[src/rtl/viterbi_pkg.sv]
// viterbi_pkg: shared constants, scheduler states and ACS helpers for the LRPT Viterbi stage
package viterbi_pkg;
  localparam int NUM_STATES = 64;
  localparam int STATE_W = 6;
  typedef enum logic [2:0] {INIT, IDLE, ISSUE, DRAIN, COMMIT} sched_state_t;
  function automatic logic [31:0] sat_sub(input logic [31:0] a, input logic [31:0] b);
    return (a > b) ? a - b : '0;
  endfunction
  function automatic logic [STATE_W-1:0] pred_state(input logic [STATE_W-1:0] dst, input logic b);
    return {dst[STATE_W-2:0], b};
  endfunction
endpackage

[src/rtl/sm_normaliser.sv]
// sm_normaliser: subtracts the current step norm from ACS metrics, tracks the step minimum
// and latches the next norm when that minimum crosses the threshold.
module sm_normaliser import viterbi_pkg::*; #(
  parameter int SM_W = 20,
  parameter logic [SM_W-1:0] NORM_THRESH = 20'h80000
) (
  input  logic            clk,
  input  logic            rst_n,
  input  logic            clear_i,
  input  logic            upd_i,
  input  logic            commit_i,
  input  logic [SM_W-1:0] acs_sm_i,
  output logic [SM_W-1:0] wr_data_o,
  output logic            norm_applied_o
);
  logic [SM_W-1:0] min_q, min_d, norm_q, norm_d;
  assign wr_data_o = SM_W'(sat_sub(32'(acs_sm_i), 32'(norm_q)));
  always_comb begin
    min_d = clear_i ? '1 : (upd_i && wr_data_o < min_q) ? wr_data_o : min_q;
    norm_d = commit_i ? ((min_q >= NORM_THRESH) ? min_q : '0) : norm_q;
  end
  assign norm_applied_o = commit_i && norm_d != '0;
  always_ff @(posedge clk or negedge rst_n)
    if (!rst_n) begin
      min_q <= '1;
      norm_q <= '0;
    end else begin
      min_q <= min_d;
      norm_q <= norm_d;
    end
endmodule

[src/rtl/acs_scheduler.sv]
// acs_scheduler: sequences the shared ACS lane over 64 destination states per step,
// ping-pongs the metric RAM banks and packs decisions into one survivor word per step.
module acs_scheduler import viterbi_pkg::*; #(
  parameter int SM_W = 20,
  parameter logic [SM_W-1:0] INIT_MET = 20'd4096,
  parameter logic [SM_W-1:0] NORM_THRESH = 20'h80000
) (
  input  logic                  clk,
  input  logic                  sys_rst_n,
  input  logic                  sym_valid,
  output logic                  sym_ready,
  output logic                  busy,
  output logic                  acs_issue_valid,
  output logic [STATE_W-1:0]    acs_dst,
  output logic [STATE_W-1:0]    acs_src0,
  output logic [STATE_W-1:0]    acs_src1,
  output logic                  sm_rd_bank,
  input  logic                  acs_valid,
  input  logic [SM_W-1:0]       acs_sm,
  input  logic                  acs_desc,
  output logic                  sm_wr_en,
  output logic                  sm_wr_bank,
  output logic [STATE_W-1:0]    sm_wr_addr,
  output logic [SM_W-1:0]       sm_wr_data,
  output logic                  surv_valid,
  input  logic                  surv_ready,
  output logic [NUM_STATES-1:0] surv_word,
  output logic                  norm_applied,
  output logic                  err_unexp
);
  sched_state_t state_q, state_d;
  logic [STATE_W-1:0] cnt_q, cnt_d;
  logic [STATE_W:0] ret_q, ret_d;
  logic [NUM_STATES-1:0] shadow_q, shadow_d;
  logic bank_q, bank_d, err_q, err_d, go_q;
  logic ret_ok, init_wr, sym_fire, surv_fire;
  logic [SM_W-1:0] norm_data;
  // go_q holds INIT writes off until the first clock after reset release
  assign init_wr = state_q == INIT && go_q;
  assign ret_ok = acs_valid && (state_q == ISSUE || state_q == DRAIN) && !ret_q[STATE_W];
  assign sym_fire = sym_valid && state_q == IDLE;
  assign surv_fire = surv_ready && state_q == COMMIT;
  assign sym_ready = state_q == IDLE;
  assign busy = state_q != IDLE;
  assign acs_issue_valid = state_q == ISSUE;
  assign acs_dst = cnt_q;
  assign acs_src0 = pred_state(cnt_q, 1'b0);
  assign acs_src1 = pred_state(cnt_q, 1'b1);
  assign sm_rd_bank = bank_q;
  assign sm_wr_en = init_wr || ret_ok;
  assign sm_wr_bank = state_q != INIT && !bank_q;
  assign sm_wr_addr = state_q == INIT ? cnt_q : ret_q[STATE_W-1:0];
  assign sm_wr_data = state_q == INIT ? (cnt_q == '0 ? '0 : INIT_MET) : norm_data;
  assign surv_valid = state_q == COMMIT;
  assign surv_word = shadow_q;
  assign err_unexp = err_q;
  sm_normaliser #(.SM_W(SM_W), .NORM_THRESH(NORM_THRESH)) u_norm (
    .clk(clk), .rst_n(sys_rst_n), .clear_i(sym_fire), .upd_i(ret_ok), .commit_i(surv_fire),
    .acs_sm_i(acs_sm), .wr_data_o(norm_data), .norm_applied_o(norm_applied)
  );
  always_comb begin
    state_d = state_q;
    cnt_d = cnt_q;
    ret_d = ret_q + {{STATE_W{1'b0}}, ret_ok};
    bank_d = bank_q;
    shadow_d = shadow_q;
    if (ret_ok) shadow_d[ret_q[STATE_W-1:0]] = acs_desc;
    err_d = err_q || (acs_valid && !ret_ok);
    case (state_q)
      INIT: if (go_q) begin
        cnt_d = cnt_q + 1'b1;
        if (&cnt_q) begin
          state_d = IDLE;
          bank_d = 1'b0;
        end
      end
      IDLE: if (sym_valid) begin
        state_d = ISSUE;
        cnt_d = '0;
        ret_d = '0;
        shadow_d = '0;
      end
      ISSUE: begin
        cnt_d = cnt_q + 1'b1;
        state_d = &cnt_q ? DRAIN : ISSUE;
      end
      // leaving on the 64th return itself keeps the step at the minimum cycle count
      DRAIN: state_d = ret_d[STATE_W] ? COMMIT : DRAIN;
      COMMIT: if (surv_ready) begin
        state_d = IDLE;
        bank_d = !bank_q;
      end
      default: state_d = INIT;
    endcase
  end
  always_ff @(posedge clk or negedge sys_rst_n)
    if (!sys_rst_n) begin
      state_q <= INIT;
      cnt_q <= '0;
      ret_q <= '0;
      bank_q <= 1'b0;
      shadow_q <= '0;
      err_q <= 1'b0;
      go_q <= 1'b0;
    end else begin
      state_q <= state_d;
      cnt_q <= cnt_d;
      ret_q <= ret_d;
      bank_q <= bank_d;
      shadow_q <= shadow_d;
      err_q <= err_d;
      go_q <= 1'b1;
    end
endmodule

[config.mk]
export PLATFORM = sky130hd
export DESIGN_NAME = acs_scheduler
export DESIGN_NICKNAME = d
export VERILOG_FILES = /design/src/rtl/viterbi_pkg.sv /design/src/rtl/sm_normaliser.sv /design/src/rtl/acs_scheduler.sv
export SDC_FILE = /design/constraint.sdc
export NUM_CORES = 1
export LEC_CHECK = 0
export CORE_ASPECT_RATIO = 1.4
export CORE_MARGIN = 1.5
export CORE_UTILIZATION = 25
export DETAILED_ROUTE_END_ITERATION = 16
export HOLD_SLACK_MARGIN = 0.03
export RECOVER_POWER = 50
export SYNTH_ARGS = -nofsm -noshare
export SYNTH_HDL_FRONTEND = slang
export SYNTH_SLANG_ARGS = --single-unit
[constraint.sdc]
create_clock -name clk -period 4.6 [get_ports clk]
set_input_delay 1.38 -clock clk [delete_from_list [all_inputs] [get_ports clk]]
set_output_delay 1.38 -clock clk [all_outputs]
set_load 0.01 [all_outputs]
==> run_results.csv <==
group,metric,value,unit
grt,grt_pass1_vias,7947,
timing,whs,0.462,ns
worst_setup_path,r2r_cells,22,
worst_setup_path,r2r_setup_slack,0.30,ns
synthesis,seq_area_frac_synth,39.3,%
worst_setup_path,crit_type,"in -> out",
flow_run,max-cap-violations,3,
timing,fmax,0.201,GHz
cells_and_area,fin_util,40.1,%
timing,worst_slack,-0.367,ns
power_and_ir_drop,internal_power,3.58,mW
timing,finalClockSkew,0.0119,ns
clock_network,cts_tree,"yes",
die,core_area,30900,µm²
grt,grt_max_degree,124,
timing,rsz0062_at_grt,"true",
timing,maxSlewViolCount,237,
synthesis,ys_top_cells_by_area,"dfrtp_1 (33%), nand2_1 (7.2%), ha_1 (6.8%), dfstp_2 (6.7%), a21oi_1 (5.4%)",
timing,hold_violations,0,
cells_and_area,area_growth_syn_to_layout,57.0,%
power_and_ir_drop,p_leak,5.15,nW
worst_setup_path,critPathLaunchType,"input port",
placement,port_buffers,140,
synthesis,ys_async_sr_fraction,100,%
power_and_ir_drop,seqPwrFrac,28.0,%
worst_setup_path,cp_top_family,"buffers and inverters",
grt,grt_first_pass_wirelength,43.2,mm
cells_and_area,fin_nets,1264,
worst_setup_path,timing.rr.start,"u_norm.norm_q[0]",
power_and_ir_drop,p_total,5.74,mW
worst_setup_path,cp_num_buf_inv,8,
synthesis,syn_inst,952,
cells_and_area,drive_gt1_share,33.0,%
power_and_ir_drop,irDropWorstVdd,0.242,mV
worst_setup_path,crit_arrival,3.59,ns
worst_setup_path,crit_slowest_cell,"fa_2",
clock_network,cts_buffer_depth,2,
placement,hpwl,18.5,mm
run_status,outcome,"finished with violations",
clock_network,clk_pin_slew,0.06,ns
power_and_ir_drop,combPwrFrac,45.5,%
die,io_pins,143,
worst_hold_path,hold_path_class,"reg -> reg",
die,die_w,153,µm
synthesis,yosysWarnings,0,
synthesis,synth_area,7900,µm²
power_and_ir_drop,power.share.clock,26.6,%
cells_and_area,stdcell_count,1597,
clock_network,clock-sinks,123,
drt,firstDrtPassIters,11,
grt,grtUsageTotal,16.8,%
die,start_util,25.6,%
synthesis,synth_cell_types,64,
synthesis,ys_seq_elements,123,
worst_hold_path,holdPathStages,1,
synthesis,synth_flop_cell,"dfrtp_1",
timing,finalSetupViolations,40,
synthesis,synth_edf_count,0,
clock_network,insertion_delay,0.41,ns
drt,wl_per_cell,17.2,µm
placement,place_congestion,0.856,
worst_hold_path,worstHoldStart,"err_unexp",
worst_setup_path,required,3.22,ns
placement,place_worst_setup_slack,-1.28,ns
synthesis,synth_area_per_cell,8.30,µm²
drt,viasPerCell,4.87,
power_and_ir_drop,switchingPower,2.17,mW
drt,antenna_left,0,
clock_network,cts_made_buffers,17,
worst_setup_path,path_cells,"buf_8, inv_12, ha_4, inv_2, fa_2, a21oi_4, o2bb2ai_4, o211ai_2, buf_4, a31oi_4, and2_4, buf_12, buf_12, nand2_8, buf_12, nor2_4, buf_6",
cells_and_area,mostFrequentLayoutCell,"nand2_1",
synthesis,synth_top_cell_area_share,32.6,%
power_and_ir_drop,power_density,463,nW/µm²
drt,vias,7774,
grt,gr-total-overflow,0,
worst_setup_path,reg2reg_to,"u_norm.min_q[19]",
die,row_count,76,
die,die_height,213,µm
drt,drt_first_iter_violations,412,
synthesis,synth_top_cell_by_area,"dfrtp_1",
grt,antenna_found_initial,0,
timing,tightestPinTransition,3.21,ns
clock_network,cts.htree.levels,4,
drt,drcViolationCount,10,
worst_hold_path,min_to,"err_unexp",
run_status,violations,"DRC, capacitance limit, slew limit, setup timing",
drt,routed_wl,27.5,mm
worst_setup_path,cp_common_cell,"buf_12",
timing,fin_crit,4.97,ns
timing,fin_crit_sh,108,%
die,dieArea,32700,µm²
worst_setup_path,cp-end-kind,"output pin",
placement,place_inst,1516,
worst_setup_path,cpPeakStageDelay,0.36,ns
timing,relSlewSlack,-114,%
clock_network,clockRootBuffer,"clkbuf_16",
worst_setup_path,critPathMaxFanout,5,
power_and_ir_drop,swShare,37.7,%
cells_and_area,mostFrequentLayoutCells,"nand2_1 (134), buf_4 (126), dfrtp_1 (103)",
cells_and_area,num_antenna_cells,0,
synthesized netlist by cell type, types with 3 or more instances:
library cell,n
and3_1,6
a211oi_1,4
buf_1,9
mux2_2,6
a31oi_1,4
dfstp_2,20
nand3_1,44
or2_2,3
nor3b_1,3
buf_2,8
o31ai_1,23
or3b_2,3
nand3b_1,8
o21a_1,6
nor2_1,76
nor2b_1,3
a21o_1,6
xnor2_1,7
nand4_1,18
o211ai_1,25
mux2i_1,6
ha_1,43
or3_1,8
o21ai_1,4
buf_6,5
nand2_1,151
xor2_1,11
buf_4,12
clkbuf_1,43
nand2b_1,4
a21oi_1,86
and2_1,7
o211ai_2,21
inv_1,76
nor3_1,6
dfrtp_1,103
o21ai_0,51
layout make-up:
type                    count  area (µm²)
multi-input cells         676        5140
well taps                 390         488
flip-flops and latches    123        3100
fillers                  2997       18500
inverters                  76         300
clock inverters            13         214
clock buffers              19         453
repair buffers            300        2700
state kept, by name, summed over array words and instances (netlist names):
name           flops
go_q               1
state_q            3
err_unexp          1
acs_dst            6
u_norm.min_q      20
u_norm.norm_q     20
ret_q              7
sm_rd_bank         1
surv_word         64
worst max path at each step:
stage	from	end	cells after the start
after floorplan	acs_sm[0]	u_norm.min_q[10]	20
after global placement	acs_sm[0]	u_norm.min_q[19]	21
after detailed placement	acs_sm[0]	u_norm.min_q[4]	21
after CTS	acs_sm[0]	sm_wr_data[18]	14
after global routing	acs_sm[0]	sm_wr_data[18]	14
final	acs_sm[0]	sm_wr_data[5]	17
per-layer routing:
metal	global-route usage (%)	wire (µm)	up-vias
met1	19.0	11000	3806
met3	3.44	1220	33
li1	-	-	3762
met5	0	0	-
met2	31.4	14600	173
met4	5.65	673	0
power by group through the flow:
stage | Clock, mW | Combinational (mW) | Sequential [mW]
floorplan | 0 | 1.36 | 1.55
global placement | 0 | 2.28 | 1.62
detailed placement | 0 | 2.32 | 1.63
CTS | 1.56 | 2.53 | 1.61
global route | 1.61 | 2.84 | 1.65
finish | 1.53 | 2.61 | 1.61
cells by family (layout without fill, tap and decap cells):
group           Yosys count  after routing  share of synthesized area [%]
compound gates          252            252                           21.4
simple gates            347            347                           20.1
xor+xnor                 18             18                           2.00
mux                      12             12                           1.62
flops                   123            123                           39.3
fa+ha+maj                44             44                           7.06
buf+inv                 154            408                           8.50
other cells               2              3                         0.0951
stage by stage:
stage	instance area [µm²]	setup TNS (ns)
4_1_cts	12100	-7.93
3_5_place_dp	10400	-48.14
2_1_floorplan	8060	-5.83
5_1_grt	12400	-18.51
3_3_place_gp	10400	-48.10
6_report	12400	-10.62
timing repair:
item	in CTS	in global routing
hold buffers	0	0
pin swaps	90	25
endpoints found under the setup margin	40	40
cloned	3	0
resized for setup	282	54
buffers inserted	33	20
(Power assumes the default switching activity.)
==> edit (same settings) <==
Re-encode `sched_state_t` (5 states) as Gray code, 3 bits wide.
--- a/src/rtl/viterbi_pkg.sv
+++ b/src/rtl/viterbi_pkg.sv
@@ -4,3 +4,3 @@
   localparam int STATE_W = 6;
-  typedef enum logic [2:0] {INIT, IDLE, ISSUE, DRAIN, COMMIT} sched_state_t;
+  typedef enum logic [2:0] {INIT = 3'b000, IDLE = 3'b001, ISSUE = 3'b011, DRAIN = 3'b010, COMMIT = 3'b110} sched_state_t;
   function automatic logic [31:0] sat_sub(input logic [31:0] a, input logic [31:0] b);
Behaviour: no difference found for any inputs over 10 cycles, from zero or initial values and one cycle with sys_rst_n low; not proved beyond that.
==> edit against the original RTL <==
- the flow finishes with violations (capacitance limit, slew limit, setup timing)
- setup slack worse by 0.25 ns
- global-route usage increased by 0.090 points
- sequential cell count unchanged
- clock power is 10% lower
- synthesized cell count down 3.0%
- highest routed layer unchanged
- maximum frequency shrank 4.8%
- critical path depth down 1
- non-clock buffer count down 29
- synthesized area down 4.8%
- cell area decreased by 6.7%
- total power grew 33%
- wire length is 6.0% lower
==> edit: results (changes against the original RTL) <==
Post-synth ARST share 100% (unchanged); largest cells by area after synthesis dfrtp_1, nand2_1, ha_1; Port Buf Inserts 140 (unchanged); Max VDD drop 0.315 mV (+30%); Distinct cells, synth 65 (+1.6%); vias in the first global route 7,543 (-5.1%); CP arrival 3.84 ns (+0.25 ns); most frequent cells after synthesis nand2_1, dfrtp_1, a21oi_1; max-slew violation count 139 (-41%); pin count of the biggest net entering global routing 71 (-43%); Sw Ratio 41.2% (+3.5 points); M1 GR Usage 19.3% (+0.26 points); global-route wire length before repair 40.9 mm (-5.3%); clock skew 0.0155 ns (+0.00355 ns); initial DRC count 391 (-5.1%); drt pass-1 iters 5 (-6); Clock Path Buffers 2 (unchanged); clk root buf clkbuf_16; Worst Tran Pin Value 1.94 ns (-1.27 ns); hpwl dp 17.7 mm (-4.5%); Placer Congestion 0.866 (+1.2%); Final Worst Setup Slack -0.618 ns (-0.251 ns); clk slew on worst S/H paths 0.07 ns; met2 GRT Util 30.7% (-0.71 points); met3 GRT Util 2.52% (-0.91 points); Hold Crit Class reg -> reg; layout cells sized above 1 29.5% (-3.5 points); max_cap viols 3 (unchanged); failing checks capacitance limit, slew limit, setup timing; ANT cells 0 (unchanged); Static Leak 4.80 nW (-6.9%); max reg flops 64 (unchanged); H-tree depth 4 (unchanged); dpl ws -1.50 ns (-0.217 ns); yosys warns 0 (unchanged); Via Count 7,431 (-4.4%); clk_lat worst skew 0.43 ns (+0.02 ns); final net count 1,212 (-4.1%); Seq/Total Area, Yosys 41.3% (+2.0 points); final WL 25.9 mm (-6.0%); outcome finished, violations left; Fillers 2,908 (-3.0%); final-report setup violation count 39 (-2.5%); worst-path fanout max 6 (+1); GRT Total Usage 16.9% (+0.090 points)
edit: cell types whose count changed after synthesis, sizes merged, moves of 6 or more:
cell    change
nand2      +19
o21a        +6
o211ai     -29
inv        -11
a21oi       +8
mux2i       -6
edit: final timing paths:
check,slack [ns],endpoint,from,depth (start not counted)
max reg2reg,0.04,u_norm.min_q[13],u_norm.norm_q[0],24
min in group asynchronous,1.48,u_norm.norm_q[0],sys_rst_n,1
max,-0.62,sm_wr_data[16],acs_sm[0],16
max in group asynchronous,0.94,u_norm.norm_q[18],sys_rst_n,2
min,0.48,u_norm.norm_q[16],u_norm.norm_q[16],2
min reg2reg,0.48,u_norm.norm_q[16],u_norm.norm_q[16],2
edit: logic make-up after synthesis:
logic type | synth area share (%)
compound gates | 18.5
xor+xnor | 2.21
fa+ha+maj | 7.42
buf+inv | 7.79
flops | 41.3
mux | 0.898
other cells | 0.0999
simple gates | 21.9
edit: power by group through the flow:
stage | Clock (mW) | Combinational (mW) | Sequential, mW
5_1_grt | 1.44 | 4.82 | 1.91
4_1_cts | 1.40 | 4.30 | 1.85
6_report | 1.37 | 4.44 | 1.85
3_3_place_gp | 0 | 3.65 | 1.86
3_5_place_dp | 0 | 3.70 | 1.87
2_1_floorplan | 0 | 2.05 | 1.78
edit: final cells by class:
type | count | area share, %
multi-input combinational | 664 | 40.7
sequential | 123 | 26.8
timing repair buffer | 271 | 20.9
tap | 385 | 4.16
clock buffer | 18 | 3.71
inverter | 65 | 2.28
clock inverter | 14 | 1.38
edit: repair_timing:
action                                  in CTS  in global routing
gates resized for setup                    231                 45
pin swaps                                   68                 28
setup buffers                               28                  9
cloned                                       2                  0
endpoints found under the setup margin      40                 40
edit: worst max-delay path, cell delays in order:
cell and delay (ns):
buf_8 0.09, clkinv_8 0.04, ha_4 0.15, inv_2 0.05
fa_2 0.18, a21o_1 0.17, a311oi_4 0.12, or4b_4 0.57
a21oi_4 0.18, nor2_4 0.10, nor2_4 0.19, buf_8 0.18
nand2_4 0.06, buf_4 0.15, nor2_2 0.09, buf_2 0.14
edit: stage by stage:
step / std cells / setup TNS (ns) / cell area, sq um
6_report: 1540 / -18.94 / 11600
2_1_floorplan: 924 / -6.74 / 7730
5_1_grt: 1540 / -23.81 / 11600
4_1_cts: 1538 / -17.19 / 11400
3_3_place_gp: 1478 / -53.65 / 10000
3_5_place_dp: 1478 / -55.15 / 10000
edit: layer usage:
layer,vias to the layer above,routed length [um]
li1,3580,-
met1,3592,10500
met2,208,13700
met3,51,885
met4,0,803
met5,-,0
